[src/rtl/pe_axi_rd_arb_pkg.sv]
// Shared types and constants for the PE AXI4-Lite read arbiter.
package pe_axi_rd_arb_pkg;

   // Width of grant_id / last_grant; covers up to 8 requesters.
   localparam int unsigned GrantIdW = 3;

   // Arbiter FSM state encoding.
   typedef enum logic [1:0] {
      StIdle  = 2'd0,
      StAddr  = 2'd1,
      StData  = 2'd2,
      StDrain = 2'd3
   } state_e;

   // AXI read response codes.
   localparam logic [1:0] RespOkay   = 2'b00;
   localparam logic [1:0] RespSlverr = 2'b10;
   localparam logic [1:0] RespDecerr = 2'b11;

endpackage

[src/rtl/pe_rr_arbiter.sv]
// Combinational round-robin arbiter: search starts at last_grant+1 and wraps.
module pe_rr_arbiter
   import pe_axi_rd_arb_pkg::*;
#(
   parameter int unsigned NUM_REQ = 4
) (
   input  logic [NUM_REQ-1:0]  req_i,
   input  logic [GrantIdW-1:0] last_grant_i,
   output logic [NUM_REQ-1:0]  grant_oh_o,
   output logic [GrantIdW-1:0] grant_idx_o,
   output logic                grant_valid_o
);

   // Two passes: first requesters above last_grant, then wrap to the lowest index.
   always_comb begin
      grant_oh_o    = '0;
      grant_idx_o   = '0;
      grant_valid_o = 1'b0;
      for (int i = 0; i < int'(NUM_REQ); i++) begin
         if (!grant_valid_o && req_i[i] && (GrantIdW'(i) > last_grant_i)) begin
            grant_valid_o = 1'b1;
            grant_oh_o[i] = 1'b1;
            grant_idx_o   = GrantIdW'(i);
         end
      end
      for (int i = 0; i < int'(NUM_REQ); i++) begin
         if (!grant_valid_o && req_i[i]) begin
            grant_valid_o = 1'b1;
            grant_oh_o[i] = 1'b1;
            grant_idx_o   = GrantIdW'(i);
         end
      end
   end

endmodule

[src/rtl/pe_axi_rd_arb.sv]
// Round-robin AXI4-Lite read arbiter: NUM_REQ PE requesters onto one master port,
// one outstanding transaction at a time.
// Optional R-channel timeout compiled in with macro PE_AXI_RD_ARB_TIMEOUT_EN.
module pe_axi_rd_arb
   import pe_axi_rd_arb_pkg::*;
#(
   parameter int unsigned NUM_REQ        = 4,
   parameter int unsigned ADDR_WIDTH     = 32,
   parameter int unsigned DATA_WIDTH     = 32,
   parameter int unsigned TIMEOUT_CYCLES = 255
) (
   input  logic                          clk,
   input  logic                          rst,
   input  logic [NUM_REQ*ADDR_WIDTH-1:0] req_araddr,
   input  logic [NUM_REQ*3-1:0]          req_arprot,
   input  logic [NUM_REQ-1:0]            req_arvalid,
   output logic [NUM_REQ-1:0]            req_arready,
   output logic [DATA_WIDTH-1:0]         req_rdata,
   output logic [1:0]                    req_rresp,
   output logic [NUM_REQ-1:0]            req_rvalid,
   input  logic [NUM_REQ-1:0]            req_rready,
   output logic [ADDR_WIDTH-1:0]         m_araddr,
   output logic [2:0]                    m_arprot,
   output logic                          m_arvalid,
   input  logic                          m_arready,
   input  logic [DATA_WIDTH-1:0]         m_rdata,
   input  logic [1:0]                    m_rresp,
   input  logic                          m_rvalid,
   output logic                          m_rready,
   output logic [2:0]                    grant_id,
   output logic                          busy,
   output logic                          timeout_err
);

   state_e                  state_q, state_d;
   logic [ADDR_WIDTH-1:0]   araddr_q, araddr_d;
   logic [2:0]              arprot_q, arprot_d;
   logic [NUM_REQ-1:0]      grant_oh_q, grant_oh_d;
   logic [GrantIdW-1:0]     grant_q, grant_d;
   logic [GrantIdW-1:0]     last_grant_q, last_grant_d;

   logic [NUM_REQ-1:0]      arb_oh;
   logic [GrantIdW-1:0]     arb_idx;
   logic                    arb_valid;
   logic [ADDR_WIDTH-1:0]   win_araddr;
   logic [2:0]              win_arprot;
   logic                    rready_g;
   logic                    tmo_fired;

   pe_rr_arbiter #(
      .NUM_REQ (NUM_REQ)
   ) u_arb (
      .req_i         (req_arvalid),
      .last_grant_i  (last_grant_q),
      .grant_oh_o    (arb_oh),
      .grant_idx_o   (arb_idx),
      .grant_valid_o (arb_valid)
   );

   // Select the winning requester's address and protection bits.
   always_comb begin
      win_araddr = '0;
      win_arprot = '0;
      for (int i = 0; i < int'(NUM_REQ); i++) begin
         if (arb_oh[i]) begin
            win_araddr = req_araddr[i*ADDR_WIDTH +: ADDR_WIDTH];
            win_arprot = req_arprot[i*3 +: 3];
         end
      end
   end

   assign rready_g = |(req_rready & grant_oh_q);

`ifdef PE_AXI_RD_ARB_TIMEOUT_EN
   localparam int unsigned CntW = $clog2(TIMEOUT_CYCLES + 1);

   logic [CntW-1:0] tmo_cnt_q, tmo_cnt_d;
   logic            timeout_err_q, timeout_err_d;

   // Once the counter saturates, the block answers the requester itself.
   assign tmo_fired   = (state_q == StData) && (tmo_cnt_q == CntW'(TIMEOUT_CYCLES));
   assign timeout_err = timeout_err_q;

   // Timeout counter and sticky error flag next-state.
   always_comb begin
      tmo_cnt_d     = tmo_cnt_q;
      timeout_err_d = timeout_err_q;
      if (state_q != StData) begin
         tmo_cnt_d = '0;
      end else if (tmo_fired) begin
         if (rready_g) begin
            timeout_err_d = 1'b1;
            tmo_cnt_d     = '0;
         end
      end else if (!m_rvalid) begin
         tmo_cnt_d = tmo_cnt_q + 1'b1;
      end
   end

   // Timeout state registers.
   always_ff @(posedge clk) begin
      if (rst) begin
         tmo_cnt_q     <= '0;
         timeout_err_q <= 1'b0;
      end else begin
         tmo_cnt_q     <= tmo_cnt_d;
         timeout_err_q <= timeout_err_d;
      end
   end
`else
   logic unused_tmo_cfg;

   assign unused_tmo_cfg = (TIMEOUT_CYCLES != 0);
   assign tmo_fired      = 1'b0;
   assign timeout_err    = 1'b0;
`endif

   // FSM next-state and AR capture.
   always_comb begin
      state_d      = state_q;
      araddr_d     = araddr_q;
      arprot_d     = arprot_q;
      grant_oh_d   = grant_oh_q;
      grant_d      = grant_q;
      last_grant_d = last_grant_q;
      unique case (state_q)
         StIdle: begin
            if (arb_valid) begin
               araddr_d     = win_araddr;
               arprot_d     = win_arprot;
               grant_oh_d   = arb_oh;
               grant_d      = arb_idx;
               last_grant_d = arb_idx;
               state_d      = StAddr;
            end
         end
         StAddr: begin
            // AR completes even if the requester dropped arvalid.
            if (m_arready) begin
               state_d = StData;
            end
         end
         StData: begin
            if (tmo_fired) begin
               if (rready_g) begin
                  state_d = StDrain;
               end
            end else if (m_rvalid && rready_g) begin
               state_d = StIdle;
            end
         end
`ifdef PE_AXI_RD_ARB_TIMEOUT_EN
         StDrain: begin
            // Late beat from the abandoned transaction is swallowed.
            if (m_rvalid) begin
               state_d = StIdle;
            end
         end
`endif
         default: state_d = StIdle;
      endcase
   end

   // FSM and AR registers; reset wins over everything.
   always_ff @(posedge clk) begin
      if (rst) begin
         state_q      <= StIdle;
         araddr_q     <= '0;
         arprot_q     <= '0;
         grant_oh_q   <= '0;
         grant_q      <= '0;
         last_grant_q <= GrantIdW'(NUM_REQ - 1);
      end else begin
         state_q      <= state_d;
         araddr_q     <= araddr_d;
         arprot_q     <= arprot_d;
         grant_oh_q   <= grant_oh_d;
         grant_q      <= grant_d;
         last_grant_q <= last_grant_d;
      end
   end

   assign m_araddr  = araddr_q;
   assign m_arprot  = arprot_q;
   assign m_arvalid = (state_q == StAddr);
   assign grant_id  = grant_q;
   assign busy      = (state_q != StIdle);

   // Per-state routing of handshakes and R data to the granted requester.
   always_comb begin
      req_arready = '0;
      req_rvalid  = '0;
      req_rdata   = '0;
      req_rresp   = RespOkay;
      m_rready    = 1'b0;
      unique case (state_q)
         StAddr: begin
            req_arready = grant_oh_q & {NUM_REQ{m_arready}};
         end
         StData: begin
            if (tmo_fired) begin
               req_rvalid = grant_oh_q;
               req_rresp  = RespDecerr;
            end else begin
               req_rvalid = grant_oh_q & {NUM_REQ{m_rvalid}};
               req_rdata  = m_rdata;
               req_rresp  = m_rresp;
               m_rready   = rready_g;
            end
         end
`ifdef PE_AXI_RD_ARB_TIMEOUT_EN
         StDrain: begin
            m_rready = 1'b1;
         end
`endif
         default: ;
      endcase
   end

endmodule

[config.mk]
export PLATFORM = sky130hd
export DESIGN_NAME = pe_axi_rd_arb
export DESIGN_NICKNAME = d
export VERILOG_FILES = /design/src/rtl/pe_axi_rd_arb_pkg.sv /design/src/rtl/pe_rr_arbiter.sv /design/src/rtl/pe_axi_rd_arb.sv
export SDC_FILE = /design/constraint.sdc
export NUM_CORES = 1
export LEC_CHECK = 0
export ABC_AREA = 0
export CORE_ASPECT_RATIO = 0.9
export CORE_MARGIN = 4
export CORE_UTILIZATION = 31
export CTS_CLUSTER_DIAMETER = 150
export DETAILED_ROUTE_END_ITERATION = 12
export PLACE_DENSITY = 0.82
export SLEW_MARGIN = 40
export SYNTH_ARGS = -nofsm -noshare
export SYNTH_HDL_FRONTEND = slang
export SYNTH_HIERARCHICAL = 1
export SYNTH_SLANG_ARGS = --single-unit
[constraint.sdc]
create_clock -name clk -period 1.89 [get_ports clk]
set_clock_uncertainty 0.05 [all_clocks]
set_input_delay 0.378 -clock clk [delete_from_list [all_inputs] [get_ports clk]]
set_output_delay 0.378 -clock clk [all_outputs]
set_load 0.02 [all_outputs]
# After elaboration in Yosys (flattened, before gate mapping)
# Index checks and enable logic that the tools add are counted.
[totals]
ff_bits = 47
input_bits = 186
output_inout_bits = 84
wordCells = 81
[classes]
magnitude_cmp = 4
eq_ne = 5
n_mux = 39
bitwise = 3
n_reduce_logical = 24
[ops]
columns = ["op", "count"]
rows = [
  ["32-bit two-way mux", 5],
  ["2-bit two-way mux", 10],
  ["1-bit two-way mux", 17],
  ["4-bit AND", 3],
  ["1-bit logical AND", 12],
  ["3-bit two-way mux", 4],
  ["4-bit two-way mux", 2],
  ["1-bit zero test", 7],
  ["1-bit by 3-bit greater-than comparator with 1-bit output (first input constant)", 2],
  ["2-bit by 3-bit greater-than comparator with 1-bit output (first input constant)", 2],
  ["2-bit one-hot mux with 3 select lines", 1],
  ["2-bit inequality test (second input constant)", 2],
  ["4-bit OR reduction", 1],
  ["3-bit AND reduction", 1],
  ["2-bit by 1-bit equality test with 1-bit output (second input constant)", 1],
  ["2-bit equality test (second input constant)", 1],
  ["2-bit zero test", 1],
  ["2-bit by 1-bit inequality test with 1-bit output (second input constant)", 1],
  ["2-bit AND reduction", 1],
  ["2-bit nonzero test", 1],
]

# Depth between registers and ports, before layout
# Gate-level depths: netlist of the first run.
[depth]
ltp_word = 29
depth_mapped = 9
ltp_nobuf = 7

# Hierarchy
# The synthesis of the first run kept the hierarchy.
[by_module_without_submodules]
columns = ["mod", "instances", "cells_per_inst", "area_each_um2", "seq_area_each_um2"]
rows = [
  ["pe_axi_rd_arb", 1, 422, 3368.2, 920.9],
  ["pe_rr_arbiter", 1, 30, 180.2, 0.0],
]

# Worst setup path after synthesis of the first run
# OpenSTA, ideal clock, no wires.
[synth_path]
path_type = "register to register"
from = "register grant_id[2] (netlist name)"
to = "register araddr_q[26] (netlist: m_araddr[26])"
arrival_time_ns = 1.794
required_time_ns = 1.759
setup_slack_ns = -0.035
path_stages_with_launch = 9
path_buffers = 2
synth_period_minus_slack_ns = 1.925
path_cell_list = "dfxtp_1 or2_4 o2111ai_1 o31ai_1 buf_6 clkbuf_2 nand3b_1 a221o_1 a211oi_2"
[synth_rtl]
columns = ["item", "line", "source"]
rows = [
  ["end signal, assigned", "pe_axi_rd_arb.sv:175", "araddr_q <= araddr_d;"],
  ["end, declared", "pe_axi_rd_arb.sv:36", "logic [ADDR_WIDTH-1:0] araddr_q, araddr_d;"],
]

==> out/results.txt, run 1 <==
The flow ran to the end, but the final reports show violations. The checks that failed: negative setup slack. The tools report the cell chosen for the clock root as sky130_fd_sc_hd__clkbuf_16.

The clock drives 46 sinks. In the routed design, unresolved DRC markers number 0. Once detail routing completed, the nets flagged for antenna violations numbered 0.

The tools report the initial antenna violation count as 0. The logs give 2 for the clock tree buffer depth and 0 for the number of slew-limit violations in the final report. Setup violation total in the final timing report: 35. By area, the combinational part of the netlist is dominated by compound AO/OA/AOI/OAI gates. Summed over all layers, the global routing overflow is 0. Yosys instantiated no cell more often than sky130_fd_sc_hd__a21oi_1. Detailed placement finished with a half-perimeter wire length of 12,300 microns.

Across all layers, the routed design uses 4,748 vias. The power density relative to cell area is 704 mW/mm^2, and the number of maximum-capacitance constraint violations is 0. Of the total synthesized cell area, the portion taken by AND, OR, NAND and NOR gates is 23.8%.

The TritonCTS buffer count is 5, and the xor/xnor cell area share of the yosys netlist is 0%. The most heavily used metal layer in global routing was met2. The detailed-route vias per instance works out to 5.26.

The async set-reset flop share out of synthesis is 0%, and the number of I/O port buffers is 268. Global routing used 44.3% of the available met2 tracks. The run gives 0 as the final-report hold violation count. The floorplan step defined a die boundary enclosing 0.0132 sq mm. Critical setup path kind: register to register. The share of total power dissipated in the clock network is 17.9%. Of the total power, registers draw 24.7%. The first-pass GRT wire length is 25,100 microns.

The completed layout was analyzed and its total power is 4.99 mW. The number of antenna diodes in the final layout is 0. The die extent in x is 121 microns, and the leakage power summed over all cells is 2.91 nW.

For this configuration, the core starts out at a cell density of 32.3%. After technology mapping, the gate count stands at 452. The routed length per instance is 18.9 microns. Layout overhead on the synthesized area: 99.9%.

The post-route clock period utilization was 116%. Ranked by instance count, the synthesized netlist is headed by sky130_fd_sc_hd__a21oi_1, sky130_fd_sc_hd__dfxtp_1, sky130_fd_sc_hd__nor2_1. The tools report the number of detailed-routing iterations run before antenna repair as 4. The maximum clock frequency was 457 MHz. Summed over all nets, the switching power comes to 1.82 mW. The synthesized netlist devotes 0% of its cell area to adder and majority cells. The synthesized netlist devotes 37.4% of its cell area to compound gates. The tools report the area of all placed cells without fillers as 0.00709 sq mm.

The largest net degree at the start of global routing is 47. The number of flops mapped to enable cells by yosys is 0. The total length of routed wires is 17,000 microns.

The tools report the critical path launch point as grant_id[2]. The startpoint identified for the worst register-to-register timing path is grant_id[2]. The congestion estimate from routability-driven global placement came to 0.874. The number of synthesized register bits is 46. Fill cells in the final layout number 911. After synthesis, the largest area contributor takes up 26.0% of total cell area. For the worst setup path, the data arrival time is 2.34 ns. Ranked by total cell area, the synthesized netlist is headed by sky130_fd_sc_hd__dfxtp_1, sky130_fd_sc_hd__a221o_1, sky130_fd_sc_hd__a21oi_1. TritonCTS built the clock tree. Summing all placed instances gives a cell area of 0.00661 sq mm. The mux cell area share after synthesis is 0%, and the number of DRC markers in iteration 0 is 225. The floorplan step defined a core boundary enclosing 0.0110 sq mm.

The logs give 26.0% for the sequential-to-total area share from yosys stat and 6 for the warning count from the yosys run. The floorplan step set the die height to 110 microns. The worst setup slack after layout came out at -0.297 ns. Worst vdd rail ir drop: 483 uV. The logs give 36 for the row count and 4,871 for the number of global-route vias before repair. The number of cells on the worst reg-to-reg path is 9.

Clock latency on the worst-skew pair, taken at its later pin, is 0.28 ns. Cells fill 64.5% of the core in the end. The largest total area in the synthesized netlist belongs to sky130_fd_sc_hd__dfxtp_1. The worst hold path class is register to register. The cell area after synthesis is 0.00355 sq mm. The total routing usage reported by global routing came out at 23.8%. STA classifies the critical path endpoint as a register.

The largest fanout on the critical path was 5. The clock period minus worst slack works out to 2.19 ns. The startpoint identified for the worst hold timing path is grant_id[1].

The post-synthesis area per instance was 7.85 sq um. The share of final-layout standard cells stronger than drive strength 1 was 26.9%; the count of boundary I/O pins was 270. The fraction of power consumed by combinational cells is 57.4%. In this run the number of H-tree levels came out at 2.

The tools report the element type at the critical path start as a register. The register clock-pin slew on the reported worst setup and hold paths was 0.06 ns. Most used flip-flop cell after synthesis: sky130_fd_sc_hd__dfxtp_1. For met3 alone, demand over resource in global routing was 8.23%. At the worst endpoint, the required time is 2.04 ns.

Setup repair after global routing could not meet its margin everywhere. The met1 track utilization from global routing is 25.3%. Cell-internal power: 3.18 mW. In this run switching power makes up 36.4% of total power. Along the worst hold path, the cell count comes to 2. Yosys mapped the design onto 36 distinct sky130hd cell types.

In the final design database the tool counted 936 nets. The number of nets handed over by synthesis was 638.
## path summary, 6_finish.rpt
check	end	slack, ns
worst max-delay path	m_araddr[21]	-0.30
worst min-delay path	grant_id[1]	0.41
worst max register to register	m_araddr[21]	-0.30
worst min register to register	grant_id[1]	0.41
## worst max-delay path, cell delays in order, from the launching register on
cell                        delay, ns
sky130_fd_sc_hd__dfxtp_2         0.33
sky130_fd_sc_hd__or2_4           0.27
sky130_fd_sc_hd__o2111ai_4       0.25
sky130_fd_sc_hd__o31ai_4         0.11
sky130_fd_sc_hd__buf_6           0.16
sky130_fd_sc_hd__buf_12          0.13
sky130_fd_sc_hd__buf_16          0.13
sky130_fd_sc_hd__nand3b_1        0.15
sky130_fd_sc_hd__a221o_1         0.34
sky130_fd_sc_hd__a211oi_2        0.20
## metal layers
layer  routed length [microns]  vias to the layer above
met5                         0                        -
met4                       626                        0
met3                      1910                       45
met2                      8650                      296
met1                      5850                     2207
li1                          -                     2200
## timing repair
action | CTS | global route
pin swaps | 10 | 10
setup endpoints to repair | 84 | 71
gates cloned | 4 | 4
setup buffers | 13 | 6
hold endpoints to repair | 0 | 0
gates resized for setup | 89 | 76
hold buffers | 0 | 0
## through the flow
| step | setup WS, ns | setup TNS [ns] | std cells | hold WS (ns) |
|---|---|---|---|---|
| floorplan | 0.00137 | 0 | 452 | 0.403 |
| global placement | -0.786 | -34.21 | 869 | 0.401 |
| detailed placement | -0.861 | -35.75 | 869 | 0.409 |
| CTS | -0.287 | -7.21 | 894 | 0.418 |
| global route | -0.388 | -10.68 | 903 | 0.431 |
| finish | -0.297 | -7.92 | 903 | 0.415 |
## final cells by class
cell class	instances	area (sq um)	area share, %
Timing Repair Buffer	338	3320	46.8
Sequential cell	46	922	13.0
Multi-Input combinational cell	319	2360	33.3
Clock inverter	1	5.00	0.0706
Clock buffer	7	143	2.01
Tap cell	152	190	2.68
Inverter	40	150	2.12
## flip-flops by register name, indices dropped and copies added, names as in the netlist
name / cells
m_araddr: 32
last_grant_q: 2
m_arprot: 3
state_q: 2
grant_oh_q: 4
grant_id: 3
## power by group through the flow
stage          sequential, mW  combinational (mW)  clock (mW)
2_1_floorplan            1.42                1.18           0
3_3_place_gp             1.24                2.47           0
3_5_place_dp             1.25                2.52           0
4_1_cts                  1.23                2.76       0.909
5_1_grt                  1.25                3.05       0.951
6_report                 1.23                2.87       0.891
## cell families after synthesis
family                 after synthesis
AOI/OAI and AO/OA                  165
buffers and inverters               89
DFF                                 46
other                                2
and+or+nand+nor                    150
## cells in the final DEF, fill, tap and decap left out, types with 2 or more instances in the layout
cell type	netlist	final
sky130_fd_sc_hd__nand2b_1	4	3
sky130_fd_sc_hd__nor3_1	2	2
sky130_fd_sc_hd__clkbuf_2	1	30
sky130_fd_sc_hd__inv_1	40	39
sky130_fd_sc_hd__buf_16	0	3
sky130_fd_sc_hd__a21oi_1	61	60
sky130_fd_sc_hd__and2_1	38	38
sky130_fd_sc_hd__buf_4	10	50
sky130_fd_sc_hd__dfxtp_1	46	45
sky130_fd_sc_hd__nor2_1	42	38
sky130_fd_sc_hd__buf_12	0	15
sky130_fd_sc_hd__dlygate4sd2_1	0	6
sky130_fd_sc_hd__a221o_1	35	35
sky130_fd_sc_hd__conb_1	2	2
sky130_fd_sc_hd__clkbuf_16	0	8
sky130_fd_sc_hd__a211oi_2	22	34
sky130_fd_sc_hd__nand3b_1	35	35
sky130_fd_sc_hd__nand2_1	18	17
sky130_fd_sc_hd__buf_2	13	8
sky130_fd_sc_hd__a211oi_1	14	2
sky130_fd_sc_hd__nor2_4	0	3
sky130_fd_sc_hd__clkdlybuf4s50_1	0	217
sky130_fd_sc_hd__a21oi_2	22	23
sky130_fd_sc_hd__nor2_2	0	3
sky130_fd_sc_hd__buf_6	8	5
sky130_fd_sc_hd__and3_1	4	4
No activity file was read; power rests on OpenSTA's default activity.
==> run 2: changes to the inputs <==
- CORE_MARGIN: 4 -> not set
==> run 2 against run 1 <==
The run still ends with negative setup slack left. Via count is 2.7% lower. Clock-buffer cell count is 1 lower. Non-clock buffer count is 11 lower. Critical path depth is 2 lower. Sequential share of layout area is 0.41 points higher. Final cell count is 1.4% lower. Register-to-register slack better by 0.13 ns. Flip-flop and latch count stayed put. Die area is 10% lower. Sequential power hardly changed. Hold slack better by 0.0071 ns. Wire length is 6.2% lower. Largest cell class unchanged.
==> out/results.txt, run 2 (same netlist as run 1, synthesis figures left out) <==
The run finished, with violations left. The starting density of the core came out at 32.3% (unchanged). The slowest stage of the critical path belongs to the cell sky130_fd_sc_hd__dfxtp_4. Detailed-route vias per instance: 5.19 (-1.3%).

The routed length per instance was 17.9 microns (-4.8%). TritonCTS built the clock tree. The number of antenna-violating nets in the routed design came out at 0 (unchanged). For the number of slew-limit violations in the final report, the log shows 0 (unchanged).

For the worst setup slack after layout, the log shows -0.165 ns (+0.132 ns). Share of the core filled with cells in the final layout: 62.9% (-1.6 points). The post-route clock period utilization is 109% (-7.0 points). The count of buffer and inverter cells on the critical path is 1 (-2), and the area of all placed cells without fillers is 0.00691 sq mm (-2.5%). The post-layout total power was 5.13 mW (+2.7%). The total routing usage reported by global routing came out at 25.8% (+1.9 points). Delay of the slowest cell on the worst path: 0.36 ns (+0.02 ns).

The share of final-layout standard cells stronger than drive strength 1 is 26.2% (-0.75 points), and the final net count is 923 (-1.4%). Setup repair after global routing could not meet its margin everywhere. The first-pass GRT wire length was 24,100 microns (-4.1%); the register clock-pin slew on the reported worst setup and hold paths was 0.07 ns (about the same). The maximum clock frequency is 487 MHz (+6.4%). The flip-flop count of the largest register after layout was 32 (unchanged). The tools report the endpoint of the worst register-to-register path as m_araddr[15].

The worst hold path class was register to register. The number of global-route vias before repair was 4,842 (-0.60%); the setup violation total in the final timing report was 35 (unchanged). Largest fanout on the critical path: 38 (+33).

In this run the worst setup path terminates at m_araddr[15]. The register cell area after layout came out at 927 sq um (+0.54%). The cell chosen for the clock root is sky130_fd_sc_hd__clkbuf_16. Detailed placer's ending HPWL: 11,900 microns (-3.2%). The multi-input gate area in the final layout is 0.00235 sq mm (-0.58%). For the sum of negative setup slack, the log shows -3.53 ns (+4.39 ns). The hold-fix buffer count after cts was 0 (unchanged). The power density relative to cell area works out to 742 mW/mm^2 (+5.4%).

Walking the worst path, the cells encountered are or2_4 -> o2111ai_4 -> o31ai_4 -> buf_12 -> nand3b_1 -> a221o_1 -> a211oi_2. For the total length of routed wires, the log shows 16,000 microns (-6.2%). The placeable core area is 0.0110 sq mm (unchanged), and the clock period minus worst slack is 2.06 ns (-0.132 ns).

The TritonCTS buffer count came out at 5 (unchanged). The run gives 0 (unchanged) as the initial antenna violation count. The worst setup path is captured at a register. The top cell types in the final layout, fill and taps aside, are sky130_fd_sc_hd__clkdlybuf4s50_1, sky130_fd_sc_hd__a21oi_1, sky130_fd_sc_hd__dfxtp_1, sky130_fd_sc_hd__inv_1. Leakage power summed over all cells: 2.84 nW (-2.6%). The placed cell area was 0.00659 sq mm (-0.30%); the die extent in x was 115 microns (-5.0%). The overall via count from detail_route is 4,621 (-2.7%), and the worst vdd rail ir drop is 395 uV (-18%). The number of DRC violations after detailed routing was 0 (unchanged). The layout overhead on the synthesized area is 94.8%. For the required arrival time at the worst endpoint, the log shows 2.04 ns (about the same). The startpoint of the worst-slack reg-to-reg timing path is last_grant_q[1]. The largest net degree at the start of global routing is 47 (unchanged), and the clock tree buffer depth is 2 (unchanged).

The worst setup path is of the register to register kind. Tracing the worst setup path back leads to its startpoint at last_grant_q[1]. The total global routing overflow came out at 0 (unchanged). The final reports fail on negative setup slack. Element type at the critical path start: a register. The height of the chip was 104 microns (-5.5%); the number of clock sinks seen by CTS was 46 (unchanged). The library cell used most frequently in the layout, excluding fill and tap cells, is sky130_fd_sc_hd__clkdlybuf4s50_1. For the placer's final routability congestion estimate, the log shows 0.922 (+5.5%). The number of detailed-routing iterations run before antenna repair is 5 (+1), and the number of antenna diodes is 0 (unchanged). The setup slack of the worst register-to-register path came out at -0.17 ns (+0.13 ns). The tools report the H-tree depth reported by CTS as 2 (unchanged). The number of maximum-capacitance constraint violations is 0 (unchanged), and the total number of cells along the worst setup path is 7 (-2). The cell depth of the worst flop-to-flop path is 7 (-2). The logs give 2.20 ns (-0.14 ns) for the data arrival at the endpoint of the critical path and 960 (+5.4%) for the number of filler instances in the final layout. The run gives 0.0119 sq mm (-10%) as the full die area. The count of boundary I/O pins is 270 (unchanged).

The worst setup slack before clock tree synthesis was -0.726 ns (+0.135 ns). The number of DRC markers in iteration 0 is 213 (-5.3%). The number of I/O port buffers was 268 (unchanged); the latest clock arrival within the worst-skew pair was 0.28 ns (about the same).

The tools report the final-report hold violation count as 0 (unchanged). The row count came out at 36 (unchanged). The kind of cell adding the most delay to the critical path is compound AO/OA/AOI/OAI gates.
## run 2: timing repair
item | CTS | global route
cloned | 2 | 1
setup endpoints to repair | 91 | 79
gates resized for setup | 125 | 72
hold endpoints to repair | 0 | 0
pin swaps | 15 | 6
buffers inserted | 7 | 3
## run 2: through the flow
stage	hold slack, ns	cells
floorplan	0.403	452
global placement	0.403	869
detailed placement	0.411	869
CTS	0.420	886
global route	0.467	890
finish	0.422	890
## run 2: worst min path at each step
stage,cells after the start,to,startpoint
6_report,2,grant_id[0],grant_id[0]
3_3_place_gp,2,grant_id[1],grant_id[1]
4_1_cts,2,grant_id[0],grant_id[0]
2_1_floorplan,2,grant_oh_q[2],grant_oh_q[2]
3_5_place_dp,2,grant_id[0],grant_id[0]
5_1_grt,2,grant_id[0],grant_id[0]
## run 2: cell type report
type / instances / area share [%]
Timing Repair Buffer: 327 / 44.8
Multi-Input combinational cell: 317 / 34.0
Sequential cell: 46 / 13.4
Tap cell: 152 / 2.75
Inverter: 40 / 2.17
Clock buffer: 6 / 2.01
Clock inverter: 2 / 0.869
## run 2: worst min-delay path, stage by stage, from the launching register on
cell                      delay (ns)
sky130_fd_sc_hd__dfxtp_1        0.32
sky130_fd_sc_hd__nand2_1        0.06
sky130_fd_sc_hd__a21oi_1        0.05
## run 2: metal layers
layer / up-vias / routed length, microns / track usage, %
li1: 2167 / - / -
met1: 2167 / 5770 / 26.3
met2: 244 / 8240 / 49.2
met3: 43 / 1490 / 7.26
met4: 0 / 473 / 8.72
met5: - / 0 / 0
## run 2: where the power goes
group          internal, mW  total (mW)  switching (mW)
registers              1.14        1.24           0.103
clock network         0.795        1.18           0.387
logic                  1.40        2.70            1.31
